--- config.mk ---
export PLATFORM = sky130hd
export DESIGN_NAME = float_dot_feeder
export DESIGN_NICKNAME = d
export VERILOG_FILES = /design/src/rtl/float_dot_feeder.sv
export SDC_FILE = /design/constraint.sdc
export NUM_CORES = 1
export LEC_CHECK = 0
export BUFFER_PORTS_ARGS = -buffer_cell sky130_fd_sc_hd__buf_2
export CAP_MARGIN = 20
export CELL_PAD_IN_SITES_DETAIL_PLACEMENT = 0
export CELL_PAD_IN_SITES_GLOBAL_PLACEMENT = 1
export CORE_MARGIN = 2
export CORE_UTILIZATION = 40
export CTS_CLUSTER_DIAMETER = 40
export DETAILED_ROUTE_END_ITERATION = 6
export GPL_TIMING_DRIVEN = 0
export PLACE_DENSITY_LB_ADDON = 0.1
export SYNTH_ARGS = -nofsm -noshare
export SYNTH_HDL_FRONTEND = slang
export SYNTH_SLANG_ARGS = --single-unit
--- constraint.sdc ---
create_clock -name clk_44 -period 3.7 [get_ports clk_44]
set_clock_uncertainty 0.1 [all_clocks]
set_input_delay 0 -clock clk_44 [delete_from_list [all_inputs] [get_ports clk_44]]
set_output_delay 0 -clock clk_44 [all_outputs]
set_load 0.02 [all_outputs]
--- src/rtl/float_dot_feeder.sv ---
// Operand sequencer for the half-precision dot unit: buffers A/B vectors, streams pairs
// with a fixed hold time, drains with zeros, then captures the accumulator result.
module float_dot_feeder #(
    parameter int REG_SIZE = 16,
    parameter int DEPTH    = 16,
    parameter int ADDR_W   = 4,
    parameter int HOLD     = 10,
    parameter int DRAIN    = 10,
    parameter int CNT_W    = 8
) (
    input  logic                clk_44,
    input  logic                reset_44,
    input  logic                wr_en_44,
    input  logic [ADDR_W-1:0]   wr_addr_44,
    input  logic [REG_SIZE-1:0] wr_a_44,
    input  logic [REG_SIZE-1:0] wr_b_44,
    input  logic [CNT_W-1:0]    len_44,
    input  logic                start_44,
    input  logic [REG_SIZE-1:0] res_in_44,
    output logic [REG_SIZE-1:0] dataOut1_44,
    output logic [REG_SIZE-1:0] dataOut2_44,
    output logic                acc_clr_44,
    output logic                busy_44,
    output logic                done_44,
    output logic [REG_SIZE-1:0] result_44
);

    localparam int AW1 = ADDR_W + 1;

    typedef enum logic [2:0] {
        S_IDLE,
        S_CLEAR,
        S_FEED,
        S_DRAIN,
        S_DONE
    } state_t;

    typedef struct packed {
        logic [REG_SIZE-1:0] a;
        logic [REG_SIZE-1:0] b;
    } pair_t;

    state_t              state;
    pair_t               pair_mem [DEPTH];
    logic [ADDR_W-1:0]   idx;
    logic [ADDR_W-1:0]   nxt_idx;
    logic [AW1-1:0]      len_q;
    logic [CNT_W-1:0]    cnt;
    logic                wr_ok;
    logic                last_pair;
    logic                hold_end;
    logic                drain_end;

    assign wr_ok     = wr_en_44 && (state == S_IDLE || state == S_DONE)
                       && ({1'b0, wr_addr_44} < AW1'(DEPTH));
    assign nxt_idx   = idx + ADDR_W'(1);
    assign last_pair = ({1'b0, idx} == (len_q - AW1'(1)));
    assign hold_end  = (cnt == CNT_W'(HOLD - 1));
    assign drain_end = (cnt == CNT_W'(DRAIN - 1));

    // Operand buffer has no reset; contents are only meaningful once written.
    always_ff @(posedge clk_44) begin
        if (wr_ok) begin
            pair_mem[wr_addr_44] <= '{a: wr_a_44, b: wr_b_44};
        end
    end

    always_ff @(posedge clk_44 or posedge reset_44) begin
        if (reset_44) begin
            state       <= S_IDLE;
            idx         <= '0;
            len_q       <= '0;
            cnt         <= '0;
            dataOut1_44 <= '0;
            dataOut2_44 <= '0;
            acc_clr_44  <= 1'b0;
            busy_44     <= 1'b0;
            done_44     <= 1'b0;
            result_44   <= '0;
        end else begin
            acc_clr_44 <= 1'b0;
            done_44    <= 1'b0;
            case (state)
                S_IDLE: begin
                    if (start_44) begin
                        // Clamp the run length so idx never walks past the buffer.
                        if (len_44 > CNT_W'(DEPTH)) len_q <= AW1'(DEPTH);
                        else                        len_q <= AW1'(len_44);
                        idx        <= '0;
                        cnt        <= '0;
                        acc_clr_44 <= 1'b1;
                        busy_44    <= 1'b1;
                        state      <= S_CLEAR;
                    end
                end
                S_CLEAR: begin
                    cnt <= '0;
                    if (len_q == '0) begin
                        state <= S_DRAIN;
                    end else begin
                        dataOut1_44 <= pair_mem[0].a;
                        dataOut2_44 <= pair_mem[0].b;
                        state       <= S_FEED;
                    end
                end
                S_FEED: begin
                    if (hold_end) begin
                        cnt <= '0;
                        if (last_pair) begin
                            dataOut1_44 <= '0;
                            dataOut2_44 <= '0;
                            state       <= S_DRAIN;
                        end else begin
                            idx         <= nxt_idx;
                            dataOut1_44 <= pair_mem[nxt_idx].a;
                            dataOut2_44 <= pair_mem[nxt_idx].b;
                        end
                    end else begin
                        cnt <= cnt + CNT_W'(1);
                    end
                end
                S_DRAIN: begin
                    if (drain_end) begin
                        cnt       <= '0;
                        result_44 <= res_in_44;
                        done_44   <= 1'b1;
                        busy_44   <= 1'b0;
                        state     <= S_DONE;
                    end else begin
                        cnt <= cnt + CNT_W'(1);
                    end
                end
                S_DONE: begin
                    state <= S_IDLE;
                end
                default: begin
                    state   <= S_IDLE;
                    busy_44 <= 1'b0;
                end
            endcase
        end
    end

endmodule
=== After elaboration in Yosys (flattened, before gate mapping) ===
Memories as Yosys holds them, arrays and structs flattened.
Index checks and enable logic that the tools add are counted.

* Mux-type cells: 31
* Reductions and logical operators: 16
* $add $sub $neg: 3
* Order comparisons: 1
* Equal/unequal tests: 12
* Bitwise operators: 1

{| class="wikitable"
|+ Operators by type and width
! kind !! number
|-
| $mux 16 || 6
|-
| $pmux 16 s2 || 2
|-
| $pmux 8 s3 || 1
|-
| $mux 8 || 2
|-
| $mux 3 || 4
|-
| $mux 4 || 3
|-
| $ne 2x2->1 const B || 6
|-
| $pmux 3 s4 || 1
|-
| $mux 1 || 9
|-
| $add 8x1->8 const B || 1
|-
| $eq 8x4->1 const B || 1
|-
| $gt 8x5->1 const B || 1
|-
| $pmux 4 s2 || 1
|-
| $reduce_and 4->1 || 2
|-
| $eq 3x2->1 const B || 2
|-
| $reduce_and 2->1 || 3
|-
| $reduce_and 3->1 || 2
|-
| $eq 4x5->1 || 1
|-
| $logic_not 5->1 || 1
|-
| $mux 5 || 1
|-
| $sub 5x1->5 const B || 1
|-
| $add 4x1->4 const B || 1
|-
| $reduce_bool 2->1 || 2
|-
| $eq 3x1->1 const B || 1
|-
| 9 further kinds || 9
|}

* Flip-flop bits (word level): 71
* Bits in writable memories: 512
* Memories: 1
* Word-level logic and storage cells: 75

{| class="wikitable"
|+ Memory list
! memory !! words !! width !! read ports !! clocked after Yosys merged registers in !! write ports !! RTL line !! text
|-
| pair_mem || 16 || 32 || 2 || 0 || 1 || 44 || <nowiki>pair_t pair_mem [DEPTH];</nowiki>
|}

=== Depth between registers and ports, before layout ===
* Depth after elaboration: 5
* Mapped depth: 9

=== Worst setup path before layout ===
OpenSTA, ideal clock, no wires.

* Path type: register -> register
* Start point: reg state[0]
* End point: mem pair_mem[0][0] in the netlist's numbering, enable pin
* Stages on the path, launching flop included: 6
* Setup time: 0.461 ns
* Path buffers: 1
* Data arrival time: 3.429 ns
* Period minus slack after synthesis: 3.991 ns
* Setup slack: -0.291 ns
* Path through: dfrtp_1 > buf_2 > nor2_1 > nand2_1 > or3_1 > nor3_1

* Longest elaborated chain between the ends: 5
* Elaborated cells between the ends (all ways): 6
* Classes of those cells: eq/ne: 1; mux: 2; reduce/logical: 3

{| class="wikitable"
|+ RTL lines
! what !! RTL line !! text
|-
| start: declaration || 43 || <nowiki>state_t state;</nowiki>
|-
| start signal: assignment || 70 || <nowiki>state <= S_IDLE;</nowiki>
|-
| start signal: assignment || 93 || <nowiki>state <= S_CLEAR;</nowiki>
|-
| start signal: assignment || 99 || <nowiki>state <= S_DRAIN;</nowiki>
|-
| $eq 3x3->1 or $logic_not 3->1 (tied branches) || 54 || <nowiki>assign wr_ok = wr_en_44 && (state == S_IDLE || state == S_DONE)</nowiki>
|-
| $logic_or 1x1->1 * || 54 ||
|-
| $logic_and 1x1->1 * || 54 ||
|-
| $mux 1 * || 63 || <nowiki>if (wr_ok) begin</nowiki>
|-
| $mux 1 (implied by the code) * || 64 || <nowiki>pair_mem[wr_addr_44] <= '{a: wr_a_44, b: wr_b_44};</nowiki>
|-
| end: declaration || 44 ||
|}

Every way passes the cells marked *; elsewhere a longest branch is shown, timed or not.

=== Worst setup path after layout ===
* Start point: reg idx[1]
* End point: reg dataOut1_44[4]

* Longest elaborated chain between the ends: 5
* Elaborated cells between the ends (all ways): 6
* Classes of those cells: add/sub: 1; eq/ne: 1; mux: 3; memory: 1

{| class="wikitable"
|+ RTL lines
! what !! RTL line !! text
|-
| start: declaration || 45 || <nowiki>logic [ADDR_W-1:0] idx;</nowiki>
|-
| start signal: assignment || 114 || <nowiki>idx <= nxt_idx;</nowiki>
|-
| $add 4x1->4 || 56 || <nowiki>assign nxt_idx = idx + ADDR_W'(1);</nowiki>
|-
| $mem_v2 16x32 || -- ||
|-
| $mux 16 * || 109 || <nowiki>if (last_pair) begin</nowiki>
|-
| $mux 16 * || 107 || <nowiki>if (hold_end) begin</nowiki>
|-
| $pmux 16 s2 * || 83 || <nowiki>case (state)</nowiki>
|-
| end signal: assignment || 101 || <nowiki>dataOut1_44 <= pair_mem[0].a;</nowiki>
|-
| end signal: assignment || 115 || <nowiki>dataOut1_44 <= pair_mem[nxt_idx].a;</nowiki>
|-
| end: declaration || 20 || <nowiki>output logic [REG_SIZE-1:0] dataOut1_44,</nowiki>
|}

Every way passes the cells marked *; elsewhere a longest branch is shown, timed or not. The select of a mux whose other input is x is not followed.
A chain may end at the register's enable or synchronous reset.

==> run summary <==
The run finished with clean final reports. The worst-case setup slack after placement was 259 ps; the worst vdd rail ir drop was 0.526 mV. The actual transition at the worst max-transition pin was 1170 ps; the largest buffer count on any clock path was 3. In the finished design, the share of the clock period the worst path needs comes to 94.5%.

The fraction of synthesized cell area taken by the top area cell type was 67.1%; the via count of the first global-routing pass was 12827. Grouping stages by cell kind, the critical path spends the most delay in buffers and inverters. Summing all multi-input logic gate instances after layout gives 5520 µm². The average instance in the mapped netlist occupies 19.9 µm². Summed over all layers, the global routing overflow is 0. The initial antenna violation count was 1; the time the worst path needs with I/O delays and setup was 3500 ps.

The most prevalent standard cell on the critical path is sky130_fd_sc_hd__buf_2. Using the TritonRoute via totals, the vias-per-cell ratio works out to 5.35. The sequential cells in the finished layout cover a total of 17200 µm².

The accumulated negative setup slack came out at 0 ps. Clock tree synthesis inserted a total of 94 buffers. For the final max-slew violation count, the log shows 0. The critical path goes through ha_1, xor2_1, buf_2, buf_2, mux2i_1, a21oi_1, a221o_1. For the initial core utilization, the log shows 40.6%. Portion of total power attributed to combinational logic: 26.1%. The total nets after synthesis was 1220; the power share of the sequential group was 35.3%. Total count of hold-check failures in the final report: 0. In this run the core area contains 87 standard-cell rows. STA classifies the critical path startpoint as a flip-flop. The floorplan step set the die width to 243 µm. Clock-pin slew was measured on the worst setup and hold paths at 50 ps.

I/O pin total: 115. The post-route netlist has 32.9% of its cells at a drive strength greater than 1. Synthesis produced a netlist whose cell count is 1152. The tools report the kind of end point of the critical path as a flip-flop.

The wire length of the first global-routing pass came out at 86900 µm. Setup repair after global routing left no endpoint under its margin. After synthesis the cells add up to 22900 µm². The floorplan step defined a core boundary enclosing 56500 µm². After synthesis, flip-flops and latches occupy 74.8% of the total area. Number of maximum-capacitance violations: 0. The Yosys step of the flow raised 0 warnings. The post-synthesis register bit count was 583. The leakage component of the power was 9.84 nW; the highest cell delay on the worst timing path was 900 ps.

Cell internal power was estimated by the tool at 15.3 mW. The maximum net fanout on the critical path was 10; the aggregate routed wire length was 59200 µm. Summed over all nets, the half-perimeter wirelength after detailed placement is 38100 µm. The net count of the finished layout is 1522. The tree is rooted in a sky130_fd_sc_hd__clkbuf_16. Compared with the post-synthesis result, the final layout area differs by 26.4%. For the total routing resource utilization after global routing, the log shows 20.4%. TritonCTS built the clock tree.

Power spread over the standard cell area amounts to 767 nW/µm². The total of buffers placed on input and output ports was 114. The final routed wire length divided by cell count came out at 25.8 µm. For the worst setup path, the data arrival time is 3900 ps. The layout filler cell count is 4531, and the final RePlAce weighted congestion is 0.716. The sum of buffers and inverters on the critical path was 2.

For the worst-skew pair, the clock arrives at the later sink with an insertion delay of 630 ps. The tools report the count of unique library cells instantiated by Yosys as 50. For this run, the leading register cell type out of synthesis is sky130_fd_sc_hd__edfxtp_1. Entering global routing, the biggest net connects 46 pins. After synthesis, the cell types taking the most area are sky130_fd_sc_hd__edfxtp_1, sky130_fd_sc_hd__mux4_2, sky130_fd_sc_hd__dfrtp_1, sky130_fd_sc_hd__mux2i_1, sky130_fd_sc_hd__a221o_1. STA puts the critical path data required time at 4100 ps. The largest area contributor in the netlist was sky130_fd_sc_hd__edfxtp_1. Of all flip-flops after synthesis, the portion carrying an async set or reset was 12.2%.

The post-route antenna net violation count was 0; the number of enable-type register cells in the synthesized netlist was 512. The detailed router finished its first iteration with 996 violations. The share of total power dissipated in the clock network is 38.7%. The tools report the number of endpoints failing setup at the final stage as 0. CTS built an H-tree with a depth of 3. The slowest stage of the critical path is the sky130_fd_sc_hd__xor2_1 cell. Cells fill 51.3% of the core in the end. The run gives 6.93 mW as the power spent charging and discharging nets. The logs give 202 ps for the worst-case setup margin in the final layout and 34.3 ps for the worst hold slack after final layout.

The total setup buffers inserted after CTS is 0. In this run the worst hold path is classified as in -> reg. The detailed-router iteration count before antenna repair came out at 5. The final route contains 12265 vias.

By startpoint and endpoint, the worst setup path is classified as reg -> reg. Net switching is 31.2% of the power. The upper clock frequency limit was 286 MHz; the DRC violation count after routing was 0. The die covers 59200 µm². The tree built by TritonCTS fans out to 583 sinks. The tightest slew margin relative to the limit is 21.9%. The die is 243 µm tall.
==> layout by cell type, fill, tap and decap left out, types with 8 or more instances in the layout <==
cell	synthesis	final
sky130_fd_sc_hd__a211oi_1	32	32
sky130_fd_sc_hd__mux2_1	9	9
sky130_fd_sc_hd__mux2i_1	38	38
sky130_fd_sc_hd__clkbuf_16	0	99
sky130_fd_sc_hd__buf_12	0	11
sky130_fd_sc_hd__buf_6	10	10
sky130_fd_sc_hd__dfrtp_1	71	71
sky130_fd_sc_hd__clkinv_2	0	12
sky130_fd_sc_hd__clkinv_4	0	16
sky130_fd_sc_hd__inv_6	0	13
sky130_fd_sc_hd__buf_2	26	140
sky130_fd_sc_hd__clkbuf_1	18	26
sky130_fd_sc_hd__clkinvlp_4	0	10
sky130_fd_sc_hd__nand2_1	54	54
sky130_fd_sc_hd__edfxtp_1	512	512
sky130_fd_sc_hd__o21ai_0	15	15
sky130_fd_sc_hd__a21oi_1	32	32
sky130_fd_sc_hd__a221o_1	31	31
sky130_fd_sc_hd__buf_16	0	11
sky130_fd_sc_hd__mux4_2	128	128
sky130_fd_sc_hd__dlygate4sd3_1	0	67
sky130_fd_sc_hd__nor2b_1	35	35
sky130_fd_sc_hd__inv_1	9	8
sky130_fd_sc_hd__nor2_4	0	12
sky130_fd_sc_hd__nor2_1	55	43
==> cells in the mapped netlist (2+ instances only) <==
master and count:
sky130_fd_sc_hd__a211oi_1 32, sky130_fd_sc_hd__a21oi_1 32, sky130_fd_sc_hd__a221o_1 31, sky130_fd_sc_hd__a22o_1 2
sky130_fd_sc_hd__and3_1 5, sky130_fd_sc_hd__buf_1 3, sky130_fd_sc_hd__buf_2 26, sky130_fd_sc_hd__buf_4 6
sky130_fd_sc_hd__buf_6 10, sky130_fd_sc_hd__clkbuf_1 18, sky130_fd_sc_hd__dfrtp_1 71, sky130_fd_sc_hd__edfxtp_1 512
sky130_fd_sc_hd__ha_1 4, sky130_fd_sc_hd__inv_1 9, sky130_fd_sc_hd__mux2_1 9, sky130_fd_sc_hd__mux2_2 7
sky130_fd_sc_hd__mux2i_1 38, sky130_fd_sc_hd__mux4_2 128, sky130_fd_sc_hd__nand2_1 54, sky130_fd_sc_hd__nand2b_1 3
sky130_fd_sc_hd__nand3_1 6, sky130_fd_sc_hd__nand4_1 2, sky130_fd_sc_hd__nor2_1 55, sky130_fd_sc_hd__nor2b_1 35
sky130_fd_sc_hd__nor3_1 5, sky130_fd_sc_hd__o21ai_0 15, sky130_fd_sc_hd__o31ai_1 2, sky130_fd_sc_hd__xnor2_1 5
sky130_fd_sc_hd__xor2_1 6
==> power groups by stage <==
stage,Clock [mW],Combinational (mW),Sequential (mW)
2_1_floorplan,0,3.50,8.20
3_3_place_gp,0,5.71,7.97
3_5_place_dp,0,5.82,7.96
4_1_cts,8.75,5.88,7.84
5_1_grt,9.06,6.22,7.87
6_report,8.60,5.79,7.84
==> per-stage QoR <==
step	instances	power, mW	instance area [µm²]
finish	2291	22.2	29000
global route	2291	23.2	29000
CTS	2290	22.5	29000
detailed placement	2047	13.8	25100
global placement	2022	13.7	24500
floorplan	1152	11.7	22900
==> final cells by class <==
type	instances	area share, %
flip-flops and latches	583	59.2
multi-input cells	497	19.0
clock buffers	112	8.89
repair buffers	206	6.22
well taps	756	3.26
clock inverters	64	2.03
plain buffers	63	1.26
inverters	9	0.125
diodes	1	0.00863
==> sequential cells by signal (all words and copies together) (netlist names) <==
| register | cells |
|---|---|
| pair_mem | 512 |
| dataOut1_44 | 16 |
| dataOut2_44 | 16 |
| result_44 | 16 |
| cnt | 8 |
| len_q | 5 |
| idx | 4 |
| state | 3 |
| acc_clr_44 | 1 |
| busy_44 | 1 |
| done_44 | 1 |
==> worst paths after layout <==
path                              start         endpoint  slack, ps  cells after the start
min                        res_in_44[5]     result_44[5]         30                      3
max                              idx[1]   dataOut1_44[4]        200                      7
min in group asynchronous      reset_44    result_44[15]        460                      4
max reg2reg                      idx[1]   dataOut1_44[4]        200                      7
max in group asynchronous      reset_44  dataOut2_44[12]       2400                      5
min reg2reg                result_44[5]     result_44[5]        380                      1
==> routing by layer <==
layer	routed length, µm	part of all wire (%)	global-route usage, %	up-vias
met1	25900	44	28.0	6385
met4	1580	2.7	6.35	0
li1	-	-	-	5367
met3	3510	5.9	4.58	110
met5	0	0	0	-
met2	28200	48	32.7	403
==> worst reg2reg max path, cell delays in order, from the launching register on <==
cell and delay (ps):
sky130_fd_sc_hd__dfrtp_1 430, sky130_fd_sc_hd__ha_1 240, sky130_fd_sc_hd__xor2_1 900, sky130_fd_sc_hd__buf_2 500
sky130_fd_sc_hd__buf_2 480, sky130_fd_sc_hd__mux2i_1 300, sky130_fd_sc_hd__a21oi_1 90, sky130_fd_sc_hd__a221o_1 340
==> logic make-up (layout without fill, tap and decap cells) <==
family	after synthesis	in the layout	share of synthesized area, %
AOI/OAI and AO/OA	123	123	3.95
xor gates and xnor gates	11	11	0.420
adders and majority gates	4	4	0.218
buffers and inverters	72	454	1.75
DFF	583	583	74.8
muxes	182	182	15.0
other	0	1	0
and+or+nand+nor	177	177	3.84
==> what timing repair did <==
action                     in CTS  in global routing
gates resized for setup         0                  0
hold buffers                   67                  0
hold endpoints to repair      645                  0
setup endpoints to repair       0                  0
Note: power is estimated with default switching activity, not from simulation.
